===== config.mk =====
export PLATFORM = sky130hd
export DESIGN_NAME = ps2_host_tx
export DESIGN_NICKNAME = d
export VERILOG_FILES = /design/src/rtl/ps2_pkg.sv /design/src/rtl/ps2_sync_edge.sv /design/src/rtl/ps2_host_tx.sv
export SDC_FILE = /design/constraint.sdc
export NUM_CORES = 1
export LEC_CHECK = 0
export ABC_AREA = 1
export BUFFER_PORTS_ARGS = -buffer_cell sky130_fd_sc_hd__buf_2
export CAP_MARGIN = 0
export CORE_ASPECT_RATIO = 1.4
export CORE_MARGIN = 5
export CORE_UTILIZATION = 64
export DETAILED_ROUTE_END_ITERATION = 7
export HOLD_SLACK_MARGIN = 0.02
export PLACE_DENSITY = 0.85
export SYNTH_ARGS = -nofsm -noshare
export SYNTH_HDL_FRONTEND = slang
export SYNTH_HIERARCHICAL = 1
export SYNTH_SLANG_ARGS = --single-unit

===== constraint.sdc =====
create_clock -name clk -period 3 [get_ports clk]
set_input_delay 0.45 -clock clk [delete_from_list [all_inputs] [get_ports clk]]
set_output_delay 0.45 -clock clk [all_outputs]
set_load 0.01 [all_outputs]

===== src/rtl/ps2_pkg.sv =====
// ps2_pkg: shared PS/2 host FSM states and keyboard command bytes.
package ps2_pkg;
    typedef enum logic [2:0] {IDLE, INHIBIT, SEND, ACK, WAIT_IDLE, ERR} state_t;
    localparam logic [7:0] CMD_SET_LED = 8'hED;
    localparam logic [7:0] CMD_ENABLE  = 8'hF4;
    localparam logic [7:0] CMD_RESET   = 8'hFF;
    localparam logic [7:0] RSP_ACK     = 8'hFA;
endpackage


===== src/rtl/ps2_sync_edge.sv =====
// ps2_sync_edge: 2-flop synchroniser per lane with a gated falling-edge pulse on lane 0.
module ps2_sync_edge #(
    parameter int W = 1
) (
    input  logic         clk,
    input  logic         reset_n,
    input  logic [W-1:0] d,
    input  logic         en,
    output logic [W-1:0] q,
    output logic         fall
);
    logic [W-1:0] meta;
    logic         prev;
    // lines idle high, so reset to the idle level to avoid a spurious edge
    always_ff @(posedge clk or negedge reset_n) begin
        if (!reset_n) begin
            meta <= '1;
            q    <= '1;
            prev <= 1'b1;
        end else begin
            meta <= d;
            q    <= meta;
            prev <= q[0];
        end
    end
    assign fall = en & prev & ~q[0];
endmodule


===== src/rtl/ps2_host_tx.sv =====
// ps2_host_tx: PS/2 host-to-device transmitter -- request-to-send, LSB-first byte with odd parity, ACK check.
module ps2_host_tx
    import ps2_pkg::*;
#(
    parameter int INHIBIT_CYCLES = 10000,
    parameter int TIMEOUT_CYCLES = 2000000,
    parameter int CNT_W          = 21
) (
    input  logic       clk,
    input  logic       reset_n,
    input  logic       ps2c_in,
    input  logic       ps2d_in,
    output logic       ps2c_oe,
    output logic       ps2d_oe,
    input  logic       tx_start,
    input  logic [7:0] tx_data,
    output logic       tx_busy,
    output logic       tx_done,
    output logic       tx_err
);
    localparam logic [CNT_W-1:0] INH_LAST = CNT_W'(INHIBIT_CYCLES - 1);
    localparam logic [CNT_W-1:0] TO_LAST  = CNT_W'(TIMEOUT_CYCLES - 1);

    state_t           state, state_n;
    logic [CNT_W-1:0] cnt, cnt_n;
    logic [3:0]       bit_cnt, bit_n;
    logic [8:0]       shreg, sh_n;
    logic             c_n, d_n, done_n, err_n, abort;
    logic [1:0]       sq;
    logic             fall;

    // lane 0 is the clock (edge-detected), lane 1 the data (synchronised only)
    ps2_sync_edge #(.W(2)) u_sync (
        .clk    (clk),
        .reset_n(reset_n),
        .d      ({ps2d_in, ps2c_in}),
        .en     (state != INHIBIT),
        .q      (sq),
        .fall   (fall)
    );

    always_ff @(posedge clk or negedge reset_n) begin
        if (!reset_n) begin
            state   <= IDLE;
            cnt     <= '0;
            bit_cnt <= '0;
            shreg   <= '0;
            ps2c_oe <= 1'b0;
            ps2d_oe <= 1'b0;
            tx_done <= 1'b0;
            tx_err  <= 1'b0;
        end else begin
            state   <= state_n;
            cnt     <= cnt_n;
            bit_cnt <= bit_n;
            shreg   <= sh_n;
            ps2c_oe <= c_n;
            ps2d_oe <= d_n;
            tx_done <= done_n;
            tx_err  <= err_n;
        end
    end

    always_comb begin
        state_n = state;
        cnt_n   = cnt + CNT_W'(1);
        bit_n   = bit_cnt;
        sh_n    = shreg;
        c_n     = 1'b0;
        d_n     = ps2d_oe;
        done_n  = 1'b0;
        err_n   = 1'b0;
        abort   = 1'b0;
        case (state)
            IDLE: begin
                cnt_n = '0;
                if (tx_start) begin
                    state_n = INHIBIT;
                    c_n     = 1'b1;
                    bit_n   = '0;
                    sh_n    = {~^tx_data, tx_data};
                end
            end
            INHIBIT: begin
                // data goes low one cycle before the clock is released
                c_n = ~ps2d_oe;
                d_n = ps2d_oe | (cnt == INH_LAST);
                if (ps2d_oe) begin
                    state_n = SEND;
                    cnt_n   = '0;
                end
            end
            SEND: begin
                abort = cnt == TO_LAST;
                if (fall) begin
                    bit_n   = bit_cnt + 4'd1;
                    d_n     = ~shreg[0];
                    sh_n    = {1'b1, shreg[8:1]};
                    state_n = (bit_cnt == 4'd9) ? ACK : SEND;
                end
            end
            ACK: begin
                abort = (cnt == TO_LAST) | (fall & sq[1]);
                if (fall) state_n = WAIT_IDLE;
            end
            WAIT_IDLE: begin
                abort  = ~tx_done & (cnt == TO_LAST);
                done_n = ~tx_done & sq[0] & sq[1];
                if (tx_done) state_n = IDLE;
            end
            default: state_n = IDLE;
        endcase
        // timeout or NACK overrides any edge seen in the same cycle
        if (abort) begin
            state_n = ERR;
            d_n     = 1'b0;
            done_n  = 1'b0;
            err_n   = 1'b1;
        end
    end

    assign tx_busy = state != IDLE;
endmodule


Word level (Yosys, flattened, before mapping)
Cells that the tools add are included.

operators by class
  add/sub/neg operators = 2
  equality and inequality tests = 15
  reductions and logical operators = 8
  muxes and demuxes = 25
  bitwise logic cells = 12

operator list
  cell                   count
  $pmux 21 s2            1
  $add 21x1->21 const B  1
  $eq 21x14->1 const B   1
  $eq 21x21->1 const B   1
  $mux 21                1
  $mux 3                 6
  $mux 9                 2
  $pmux 9 s2             1
  $ne 3x3->1 const B     5
  $pmux 3 s5             1
  $mux 4                 2
  $pmux 4 s2             1
  $reduce_xnor 8->1      1
  $mux 1                 7
  $and 1x1->1            6
  $eq 3x2->1 const B     2
  $reduce_bool 3->1      2
  $reduce_and 5->1       1
  $add 4x1->4 const B    1
  $eq 4x4->1 const B     1
  $ne 2x2->1 const B     2
  $not 1->1              4
  $pmux 1 s2             2
  $eq 3x1->1 const B     1
  8 further kinds        9

storage, ports and cells
  output and inout port bits = 5
  input bits = 13
  logic and storage cells = 73
  bits in registers = 46

Depth between registers and ports, before layout
  depth after elaboration = 8
  depth in mapped cells = 11
  mapped depth without buffers = 11

Cells and area by module
The synthesis kept the hierarchy.

by module, submodules not included
  module         cells each  area an instance (µm²)  times used  sequential area each (µm²)
  ps2_host_tx    332         2437.3                  1           1026.0
  ps2_sync_edge  7           141.4                   1           131.4

Worst setup path before layout
No wires, ideal clock.

  path type = flip-flop to flip-flop
  from = register cnt[0]
  to = register state[0]
  period minus slack after synthesis = 1480 ps
  data required time = 2883 ps
  cell stages (with the launch flop) = 11
  arrival time = 1364 ps
  path buffers = 0
  slack = 1520 ps
  library setup time = 117 ps
  path through = dfrtp_1 > ha_1 > inv_2 > nor3_4 > nand3_1 > nand2_1 > nand2_2 > nand2_2 > nand2_1 > nand2_1 > nand2_1

between the ends
  word-level cells in the longest chain between the ends = 5
  elaborated cells on any way between the ends = 11
  those cells by class = eq/ne: 6; mux: 2; bitwise: 2; reduce/logical: 1

RTL lines
  what                                       RTL line                                                   RTL
  start: declaration                         ps2_host_tx.sv:25                                          logic [CNT_W-1:0] cnt, cnt_n;
  start signal: assignment                   ps2_host_tx.sv:54                                          cnt <= cnt_n;
  $eq 21x21->1 *                             ps2_host_tx.sv:94, ps2_host_tx.sv:103, ps2_host_tx.sv:107
  $and 1x1->1 or $or 1x1->1 (tied branches)  ps2_host_tx.sv:107, ps2_host_tx.sv:103
  $pmux 1 s3 *                               ps2_host_tx.sv:74                                          case (state)
  $ne 3x3->1 (no line)                       -
  $reduce_and 5->1 (no line)                 -
  end signal: assignment                     ps2_host_tx.sv:53                                          state <= state_n;
  end: declaration                           ps2_host_tx.sv:24                                          state_t state, state_n;

Mark *: on every way between the ends. The rest lies on a longest branch, timed or not.
A chain may end at the register's enable or synchronous reset.

Worst setup path after layout
Same ends and word-level chain as after synthesis.

==> results.txt <==
outcome - completed
CP max-delay cell - dfrtp_1
Core Area - 0.00392 mm2
Hold/Removal Path Class - in2reg
relative slew slack - 34.7%
CTS Root Cell - clkbuf_8
Worst-Margin Slew - 0.979 ns
Syn Inst Count - 339
PD cells - 747 mW/mm2
area delta synth->final - 8.54%
Filler Cell Count - 322
All-Layer GR Usage - 22.7%
startpoint types - register
CTS resizes - 0
DR vias - 2226
max cap viols - 0
WL final - 5.53 mm
# Post-CTS Setup Buffers - 0
worst clock skew - 0.00681 ns
DRC Markers - 0
number of buffers created by CTS - 5
ant diodes - 0
crit path DAT - 1.92 ns
First DRT Iteration DRCs - 158
syn nets - 355
crit-path leading delay family - simple AND/OR/NAND/NOR gates
crit end category - register
Final Setup Violations - 0
Vias/cell - 5.52
most frequent cell on the critical path - nand2_1
RSZ-0062 raised after global routing - no
router iterations before antenna repair - 4
Post-CTS Hold Fix Bufs - 0
Hold Fails Final Rpt - 0
Avg Cell Area, Syn - 7.61 um2
Leak Pwr - 1.34 nW
Post-Place Setup Slack - 1.28 ns
crit share post-route - 57.5%
Worst-Skew Late Latency - 0.30 ns
clk buf depth - 2
post-synthesis sequential area ratio - 44.9%
Synth Warn # - 6
H-tree Lvls - 2
initial antenna violation count - 0
Die Y - 85.1 um
vias in the first global route - 2242
Register Area - 0.00116 mm2
setup ws final - 1.27 ns
CP required - 3.19 ns
Mapped Area - 0.00258 mm2
initial core utilization - 65.8%
die area - 0.00542 mm2
layout cell share with drive strength beyond 1 - 17.2%
Layout Nets - 375
Detail Route Antenna Nets - 0
CP bufs+invs - 1
Routed WL per cell - 13.7 um
Worst-path clk slew - 0.09 ns
setup tns final - 0 ns
io pins - 18
Distinct cells, synth - 29
CTS tree - done
Period minus WS final - 1.73 ns
Placer Congestion - 0.987
largest stage delay on the critical path - 0.41 ns
count of pins over their slew limit - 0
final hold slack - 0.247 ns
Highest Clock Rate - 580 MHz
crit-path cells - ha_1, inv_2, nor3_4, nand3_1, nand2_1, nand2_2, nand2_2, nand2_1, nand2_1, nand2_1
Rows - 27
# port buffers - 17
#FFs+latches synth - 46
area occupied by multi-input gates - 0.00122 mm2
GR Overflow Total - 0
pin count of the biggest net entering global routing - 47
clock sink count - 46
CP Max Fanout - 6
post-DP HPWL - 4.27 mm
DP Area - 0.00268 mm2
post-route cell area - 0.00280 mm2
global-route wire length before repair - 9.75 mm
WS Path Type - reg2reg
Worst IR Drop VDD - 704 uV
Die Span X - 63.6 um
cells in the final DEF (no fill, tap or decap), types with 7 or more instances in the layout:
cell type / n
a21oi_1: 12
buf_2: 17
dfrtp_1: 41
inv_1: 40
nand2_1: 84
nand2_2: 13
nand3_1: 20
nand4_1: 8
nor2_1: 45
nor2_2: 7
nor3_1: 7
o21ai_0: 10
o21ai_1: 11
cell families after synthesis:
| group | synth area share (%) |
|---|---|
| adder cells (fa/ha/maj) | 1.46 |
| flip-flops | 44.9 |
| AND/OR/NAND/NOR | 34.5 |
| buffers and inverters | 7.91 |
| AO/OA/AOI/OAI | 7.47 |
| XOR/XNOR | 3.74 |
area by class of cell:
class / instances / share of cell area, %
inverters: 45 / 6.03
clock inverters: 1 / 1.07
well taps: 43 / 1.92
flip-flops and latches: 46 / 41.4
clock buffers: 7 / 3.08
repair buffers: 17 / 3.04
multi-input cells: 244 / 43.5
flip-flops by register name, indices dropped and copies added (netlist names):
| signal | flops |
|---|---|
| shreg | 9 |
| ps2d_oe | 1 |
| u_sync/q | 2 |
| cnt | 21 |
| ps2c_oe | 1 |
| u_sync/meta | 2 |
| bit_cnt | 4 |
| tx_err | 1 |
| u_sync/prev | 1 |
| tx_done | 1 |
| state | 3 |
per-layer routing:
| layer | global-route usage [%] | up-vias | wire (um) |
|---|---|---|---|
| met4 | 16.1 | 0 | 364 |
| met1 | 24.4 | 1024 | 2170 |
| li1 | - | 1109 | - |
| met2 | 39.5 | 62 | 2800 |
| met3 | 3.97 | 31 | 201 |
| met5 | 0 | - | 0 |
cell usage after synthesis (all sizes together):
cell type / number / area share, %
nand2: 97 / 15
a31oi: 2 / 0.49
nand3: 22 / 4.7
xor2: 5 / 1.7
xnor2: 6 / 2.0
a21oi: 13 / 2.7
buf: 4 / 1.4
ha: 3 / 1.5
dfstp: 5 / 5.1
nor3: 8 / 2.0
nand4: 9 / 2.4
nor2: 55 / 9.6
dfrtp: 41 / 40
o22ai: 1 / 0.24
nand3b: 1 / 0.29
inv: 45 / 6.6
o21ai: 21 / 4.1
nor4: 1 / 0.24
final timing paths:
check / slack, ns / depth (start not counted) / end / start
max: 1.27 / 10 / state[0] / cnt[0]
min: 0.25 / 1 / u_sync/meta[1] / ps2d_in
max reg2reg: 1.27 / 10 / state[0] / cnt[0]
min reg2reg: 0.36 / 0 / u_sync/q[0] / u_sync/meta[0]
max in group asynchronous: 2.08 / 1 / cnt[7] / reset_n
min in group asynchronous: 0.31 / 1 / cnt[15] / reset_n
through the flow:
step / instances / total power [W] / util [%]
after floorplan: 339 / 0.00146 / -
after global placement: 395 / 0.00159 / 68.5
after detailed placement: 395 / 0.00163 / 68.5
after CTS: 403 / 0.00210 / 71.4
after global routing: 403 / 0.00228 / 71.4
final: 403 / 0.00209 / 71.4
where the power goes:
part | total, W | switching, W | internal, W
combinational | 0.000770 | 0.000532 | 0.000237
sequential | 0.000847 | 0.0000941 | 0.000753
clock | 0.000474 | 0.000202 | 0.000272
total | 0.00209 | 0.000829 | 0.00126
No activity file was read; power rests on OpenSTA's default activity.
